File: src/rtl/s3_execute_writeback_if.sv
// Stage-2 to stage-3 bus for s3_execute_writeback: S2 operand/control fields in,
// registered register-file write port and the combinational stall back out.
interface s3_execute_writeback_if;
    logic [31:0] S2_ReadData1;
    logic [31:0] S2_ReadData2;
    logic [15:0] S2_Imm;
    logic        S2_DataSrc;
    logic [2:0]  S2_ALUOp;
    logic [4:0]  S2_WriteSelect;
    logic        S2_WriteEnable;
    logic [31:0] S3_ALUOut;
    logic [4:0]  S3_WriteSelect;
    logic        S3_WriteEnable;
    logic        S3_Stall;

    modport master (
        output S2_ReadData1, S2_ReadData2, S2_Imm, S2_DataSrc, S2_ALUOp,
               S2_WriteSelect, S2_WriteEnable,
        input  S3_ALUOut, S3_WriteSelect, S3_WriteEnable, S3_Stall
    );

    modport slave (
        input  S2_ReadData1, S2_ReadData2, S2_Imm, S2_DataSrc, S2_ALUOp,
               S2_WriteSelect, S2_WriteEnable,
        output S3_ALUOut, S3_WriteSelect, S3_WriteEnable, S3_Stall
    );
endinterface

File: src/rtl/s3_execute_writeback.sv
// Execute/writeback stage: single-cycle ALU with registered write port.
// Define S3_MUL_EN to add the 4-step byte-serial multiplier (op 111) with stall.
module s3_execute_writeback (
    input  logic                  clk,
    input  logic                  rst,
    s3_execute_writeback_if.slave bus
);
    logic [31:0] op_b_s;
    logic [31:0] alu_res_s;
    logic [31:0] alu_out_r, alu_out_s;
    logic [4:0]  ws_r, ws_s;
    logic        we_r, we_s;
    logic        stall_s;

    // Operand B mux and single-cycle ALU; op 111 yields 0 here, the multiplier owns it
    always_comb begin
        op_b_s    = bus.S2_DataSrc ? {{16{bus.S2_Imm[15]}}, bus.S2_Imm} : bus.S2_ReadData2;
        alu_res_s = 32'd0;
        case (bus.S2_ALUOp)
            3'b000:  alu_res_s = bus.S2_ReadData1 + op_b_s;
            3'b001:  alu_res_s = bus.S2_ReadData1 - op_b_s;
            3'b010:  alu_res_s = bus.S2_ReadData1 & op_b_s;
            3'b011:  alu_res_s = bus.S2_ReadData1 | op_b_s;
            3'b100:  alu_res_s = bus.S2_ReadData1 ^ op_b_s;
            3'b101:  alu_res_s = bus.S2_ReadData1 << op_b_s[4:0];
            3'b110:  alu_res_s = ($signed(bus.S2_ReadData1) < $signed(op_b_s)) ? 32'd1 : 32'd0;
            default: alu_res_s = 32'd0;
        endcase
    end

`ifdef S3_MUL_EN
    typedef enum logic [0:0] {IDLE = 1'b0, BUSY = 1'b1} state_t;

    state_t      state_r, state_s;
    logic [1:0]  cnt_r, cnt_s;
    logic [31:0] acc_r, acc_s;
    logic [31:0] a_r, a_s;
    logic [31:0] b_r, b_s;
    logic [4:0]  ws_cap_r, ws_cap_s;
    logic        we_cap_r, we_cap_s;
    logic [7:0]  b_byte_s;
    logic [31:0] prod_s;
    logic [31:0] partial_s;

    // One byte of B per step; truncation to 32 bits matches low-word product semantics
    always_comb begin
        b_byte_s  = b_r[{cnt_r, 3'b000} +: 8];
        prod_s    = a_r * {24'd0, b_byte_s};
        partial_s = prod_s << {cnt_r, 3'b000};
    end

    // Next-state, capture and write-port logic
    always_comb begin
        state_s   = state_r;
        cnt_s     = cnt_r;
        acc_s     = acc_r;
        a_s       = a_r;
        b_s       = b_r;
        ws_cap_s  = ws_cap_r;
        we_cap_s  = we_cap_r;
        alu_out_s = alu_out_r;
        ws_s      = ws_r;
        we_s      = we_r;
        stall_s   = 1'b0;
        case (state_r)
            IDLE: begin
                if (bus.S2_ALUOp == 3'b111) begin
                    stall_s  = 1'b1;
                    a_s      = bus.S2_ReadData1;
                    b_s      = op_b_s;
                    ws_cap_s = bus.S2_WriteSelect;
                    we_cap_s = bus.S2_WriteEnable;
                    acc_s    = 32'd0;
                    cnt_s    = 2'd0;
                    we_s     = 1'b0;
                    state_s  = BUSY;
                end else begin
                    alu_out_s = alu_res_s;
                    ws_s      = bus.S2_WriteSelect;
                    we_s      = bus.S2_WriteEnable;
                end
            end
            BUSY: begin
                acc_s = acc_r + partial_s;
                cnt_s = cnt_r + 2'd1;
                we_s  = 1'b0;
                if (cnt_r == 2'd3) begin
                    alu_out_s = acc_r + partial_s;
                    ws_s      = ws_cap_r;
                    we_s      = we_cap_r;
                    state_s   = IDLE;
                end else begin
                    stall_s = 1'b1;
                end
            end
            default: begin
                state_s = IDLE;
            end
        endcase
    end

    // State, multiplier and write-port registers with synchronous active-low reset
    always_ff @(posedge clk) begin
        if (!rst) begin
            state_r   <= IDLE;
            cnt_r     <= 2'd0;
            acc_r     <= 32'd0;
            a_r       <= 32'd0;
            b_r       <= 32'd0;
            ws_cap_r  <= 5'd0;
            we_cap_r  <= 1'b0;
            alu_out_r <= 32'd0;
            ws_r      <= 5'd0;
            we_r      <= 1'b0;
        end else begin
            state_r   <= state_s;
            cnt_r     <= cnt_s;
            acc_r     <= acc_s;
            a_r       <= a_s;
            b_r       <= b_s;
            ws_cap_r  <= ws_cap_s;
            we_cap_r  <= we_cap_s;
            alu_out_r <= alu_out_s;
            ws_r      <= ws_s;
            we_r      <= we_s;
        end
    end
`else
    // Every op completes in one cycle; nothing ever stalls
    always_comb begin
        alu_out_s = alu_res_s;
        ws_s      = bus.S2_WriteSelect;
        we_s      = bus.S2_WriteEnable;
        stall_s   = 1'b0;
    end

    // Write-port registers with synchronous active-low reset
    always_ff @(posedge clk) begin
        if (!rst) begin
            alu_out_r <= 32'd0;
            ws_r      <= 5'd0;
            we_r      <= 1'b0;
        end else begin
            alu_out_r <= alu_out_s;
            ws_r      <= ws_s;
            we_r      <= we_s;
        end
    end
`endif

    assign bus.S3_ALUOut      = alu_out_r;
    assign bus.S3_WriteSelect = ws_r;
    assign bus.S3_WriteEnable = we_r;
    assign bus.S3_Stall       = stall_s;
endmodule

File: src/flat_wrapper.sv
// flat-port wrapper written by rule: the top's interface ports become plain ports
module s3_execute_writeback_flat 
  (clk, rst, bus_S2_ReadData1, bus_S2_ReadData2, bus_S2_Imm, bus_S2_DataSrc, bus_S2_ALUOp, bus_S2_WriteSelect, bus_S2_WriteEnable, bus_S3_ALUOut, bus_S3_WriteSelect, bus_S3_WriteEnable, bus_S3_Stall);
  s3_execute_writeback_if bus_i ();
  input  logic clk;
  input  logic rst;
  input wire logic [$bits(bus_i.S2_ReadData1)-1:0] bus_S2_ReadData1;
  input wire logic [$bits(bus_i.S2_ReadData2)-1:0] bus_S2_ReadData2;
  input wire logic [$bits(bus_i.S2_Imm)-1:0] bus_S2_Imm;
  input wire logic [$bits(bus_i.S2_DataSrc)-1:0] bus_S2_DataSrc;
  input wire logic [$bits(bus_i.S2_ALUOp)-1:0] bus_S2_ALUOp;
  input wire logic [$bits(bus_i.S2_WriteSelect)-1:0] bus_S2_WriteSelect;
  input wire logic [$bits(bus_i.S2_WriteEnable)-1:0] bus_S2_WriteEnable;
  output wire logic [$bits(bus_i.S3_ALUOut)-1:0] bus_S3_ALUOut;
  output wire logic [$bits(bus_i.S3_WriteSelect)-1:0] bus_S3_WriteSelect;
  output wire logic [$bits(bus_i.S3_WriteEnable)-1:0] bus_S3_WriteEnable;
  output wire logic [$bits(bus_i.S3_Stall)-1:0] bus_S3_Stall;
  assign bus_i.S2_ReadData1 = bus_S2_ReadData1;
  assign bus_i.S2_ReadData2 = bus_S2_ReadData2;
  assign bus_i.S2_Imm = bus_S2_Imm;
  assign bus_i.S2_DataSrc = bus_S2_DataSrc;
  assign bus_i.S2_ALUOp = bus_S2_ALUOp;
  assign bus_i.S2_WriteSelect = bus_S2_WriteSelect;
  assign bus_i.S2_WriteEnable = bus_S2_WriteEnable;
  assign bus_S3_ALUOut = bus_i.S3_ALUOut;
  assign bus_S3_WriteSelect = bus_i.S3_WriteSelect;
  assign bus_S3_WriteEnable = bus_i.S3_WriteEnable;
  assign bus_S3_Stall = bus_i.S3_Stall;
  s3_execute_writeback u_core (.clk(clk), .rst(rst), .bus(bus_i));
endmodule
File: config.mk
export PLATFORM = sky130hd
export DESIGN_NAME = s3_execute_writeback_flat
export DESIGN_NICKNAME = d
export VERILOG_FILES = /design/src/rtl/s3_execute_writeback_if.sv /design/src/rtl/s3_execute_writeback.sv /design/src/flat_wrapper.sv
export SDC_FILE = /design/constraint.sdc
export NUM_CORES = 1
export LEC_CHECK = 0
export CAP_MARGIN = 10
export CORE_ASPECT_RATIO = 0.5
export CORE_MARGIN = 8
export CORE_UTILIZATION = 25
export CTS_CLUSTER_SIZE = 16
export DETAILED_ROUTE_END_ITERATION = 7
export PLACE_DENSITY = 0.4
export SETUP_SLACK_MARGIN = 0.2
export SYNTH_ARGS = -nofsm -noshare
export SYNTH_HDL_FRONTEND = slang
export SYNTH_SLANG_ARGS = --single-unit
File: constraint.sdc
create_clock -name clk -period 5.4 [get_ports clk]
set_input_delay 1.08 -clock clk [delete_from_list [all_inputs] [get_ports clk]]
set_output_delay 1.08 -clock clk [all_outputs]
set_load 0.01 [all_outputs]
==> metrics.yaml <==
outcome:
  status: "finished clean"
yosys:
  netlist_instances: 1163
  syn_nets: 1367
  synth_seq_cells: 38
  synth_area_leader_cell: "ha_1"
  synthTopCellsByCount: "131 x a21oi_1, 113 x nor2_1, 110 x ha_1"
  netlist_area_um2: 8173
  synth_edf_count: 0
  synthArstFlopShare_pct: 0
  synth_area_leaders: "ha_1 17%, mux2i_1 12%, dfxtp_1 9.3%, a21oi_1 8.0%, nor2_1 5.2%"
  avgSynthCellArea_um2: 7.027
  yosys_warnings: 0
  ys_types: 78
  ys_seq_area_share_pct: 9.308
  ys.flop_type: "dfxtp_1"
  synth_top_area_share_pct: 16.84
  yosysMostFrequentCell: "a21oi_1"
sta:
  grt_setup_unrepaired: "false"
  fmax_mhz: 202.3
  fin_tns_setup_ns: 0
  finalCriticalPeriod_ns: 4.943
  post-route-period-util_pct: 91.54
  fin_ws_ns: 0.4566
  setup_viol: 0
  finalHoldViolCount: 0
  slew_headroom_pct: 25.58
  worst_slew_pin_slew_ns: 1.115
  timing.hold.ws_ns: 1.333
  maxSlewViolCount: 0
setup_path:
  critPathRequiredTime_ns: 5.65
  cp_slowest_cell: "o41ai_4"
  crit_chain: "clkdlybuf4s50_1, buf_12, mux2i_2, inv_2, ha_1, fa_1, o21bai_1, nand2_1, a21oi_1, a21oi_2, o41ai_4, and4_1, a221oi_1, or3_1, a31oi_1"
  worst-path-stages: 15
  max_stage_delay_ns: 0.62
  worstPathArrival_ns: 5.19
  startpoint_type: "input pin"
  worst-setup-path-type: "input pin to flop"
  crit_family: "compound AO/OA/AOI/OAI gates"
  crit_fanout: 17
  critical_path_buf_inv_count: 3
  end_kind: "flop"
power_and_ir_drop:
  swShare_pct: 50.20
  power_switching_mw: 0.9740
  power.density_nw_per_um2: 186.4
  p_int_mw: 0.9661
  cellLeakagePower_nw: 4.517
  seqPwrFrac_pct: 16.3
  combPwrFrac_pct: 66.1
  clockPowerShare_pct: 17.7
  vdd_ir_drop_max_mv: 0.09438
route:
  drcViolationCount: 0
  vias: 9682
  wire_per_inst_um: 25.70
  topRoutingLayerUsed: "met4"
  antenna_left: 0
  wl_met3_um: 3141
  drt_iter0_drc: 1078
  route.met2.wl_um: 18030
  met1_length_um: 22740
  vias_per_cell: 5.600
  finalWirelength_um: 44440
  drt_first_pass_iters: 6
final_layout:
  drive_above_1_share_pct: 7.941
  syn2layout_area_growth_pct: 27.33
  regArea_um2: 760.7
  multi_input_area_um2: 6726
  fin_nets: 1501
  n_antenna_cell: 0
  final_util_pct: 32.58
  fillers: 3488
  fin_area_um2: 10410
clock_tree:
  clk_pin_slew_ns: 0.08
  clkSinkCount: 38
  htreeDepth: 2
  hold_buffers: 0
  cts_tree: "done"
  cts_root_buf: "clkbuf_16"
  ctsLongestPathBuffers: 2
  cts_buffers: 5
die:
  coreArea_um2: 31940
  fp.dieArea_um2: 39080
  start_util_pct: 25.59
  rows: 46
  die_x_um: 271.7
  io_pins: 131
  fp.dieH_um: 143.9
worst_hold_path:
  hold_start: "bus_S2_WriteSelect[2]"
  hold_end: "u_core.bus.S3_WriteSelect[2]"
  whs_path_depth: 2
  min_path_type: "input pin to flop"
flow_run:
  max_cap_viol_count: 0
global_routing:
  antenna_found_initial: 0
  grt_pass1_vias: 9212
  overflow: 0
  grt_start_max_net_pins: 39
  grt_pass1_wl_um: 64460
  grt_usage_pct: 21.91
placed_design:
  dp_slack_ns: 0.1833
  routabilityCongestion: 0.9496
  placed_cell_area_um2: 10260
  port-buffer-count: 129
  post-dp-hpwl_um: 35810
-- logic make-up (layout without fill, tap and decap cells) --
logic type | after synthesis | count (layout) | synth area share (%)
XOR/XNOR | 26 | 26 | 2.786
multiplexers | 98 | 98 | 12.37
other | 1 | 1 | 0.04588
AND/OR/NAND/NOR | 322 | 322 | 18.42
flip-flops | 38 | 38 | 9.308
buffers and inverters | 177 | 311 | 8.604
AO/OA/AOI/OAI | 389 | 389 | 31.14
adder cells (fa/ha/maj) | 112 | 112 | 17.33
-- stage by stage --
stage / power, mW / instances
detailed placement: 1.567 / 1722
finish: 1.940 / 1729
floorplan: 1.037 / 1163
CTS: 1.926 / 1729
global route: 2.048 / 1729
global placement: 1.583 / 1721
-- routing by layer --
| layer | vias up | global-route usage [%] |
|---|---|---|
| li1 | 4488 | - |
| met1 | 4749 | 33.17 |
| met2 | 408 | 31.68 |
| met3 | 37 | 4.196 |
| met4 | 0 | 3.600 |
| met5 | - | 0 |
-- worst max path at each step --
| stage | slack (ns) | endpoint | from |
|---|---|---|---|
| 2_1_floorplan | 0.83 | u_core.bus.S3_ALUOut[30] | bus_S2_DataSrc |
| 3_3_place_gp | -0.07 | u_core.bus.S3_ALUOut[26] | bus_S2_DataSrc |
| 3_5_place_dp | 0.18 | u_core.bus.S3_ALUOut[30] | bus_S2_DataSrc |
| 4_1_cts | 0.53 | u_core.bus.S3_ALUOut[30] | bus_S2_DataSrc |
| 5_1_grt | 0.31 | u_core.bus.S3_ALUOut[29] | bus_S2_DataSrc |
| 6_report | 0.46 | u_core.bus.S3_ALUOut[30] | bus_S2_DataSrc |
-- placed cells by master, fill, tap and decap left out, types with 20 or more instances in the layout --
cell | synthesis | layout
a21oi_1 | 131 | 131
a31oi_1 | 21 | 21
buf_4 | 2 | 71
clkdlybuf4s50_1 | 0 | 128
dfxtp_1 | 38 | 38
ha_1 | 110 | 110
inv_1 | 94 | 94
mux2i_1 | 94 | 92
nand2_1 | 80 | 80
nor2_1 | 113 | 111
nor3_1 | 28 | 28
o21ai_0 | 52 | 52
xnor2_1 | 20 | 20
-- state kept, by name, indices dropped and copies added, names as in the netlist --
signal / flops
u_core.bus.S3_WriteEnable: 1
u_core.bus.S3_ALUOut: 32
u_core.bus.S3_WriteSelect: 5
-- power by group through the flow --
stage | logic [mW] | clock network (mW) | registers [mW]
floorplan | 0.703 | 0 | 0.334
global placement | 1.26 | 0 | 0.323
detailed placement | 1.24 | 0 | 0.322
CTS | 1.25 | 0.358 | 0.316
global route | 1.37 | 0.364 | 0.318
finish | 1.28 | 0.343 | 0.315
-- cell type report --
type	count	area share, %
Multi-Input combinational cell	948	64.64
Timing Repair Buffer	203	17.90
Sequential cell	38	7.310
Tap cell	432	5.194
Inverter	101	3.643
Clock buffer	6	1.238
Clock inverter	1	0.07214
-- what timing repair did --
item	CTS	global route
endpoints found under the hold margin	0	0
setup endpoints to repair	0	1
buffers inserted	0	0
resized for setup	0	1
Power figures use the tool's default switching activity.
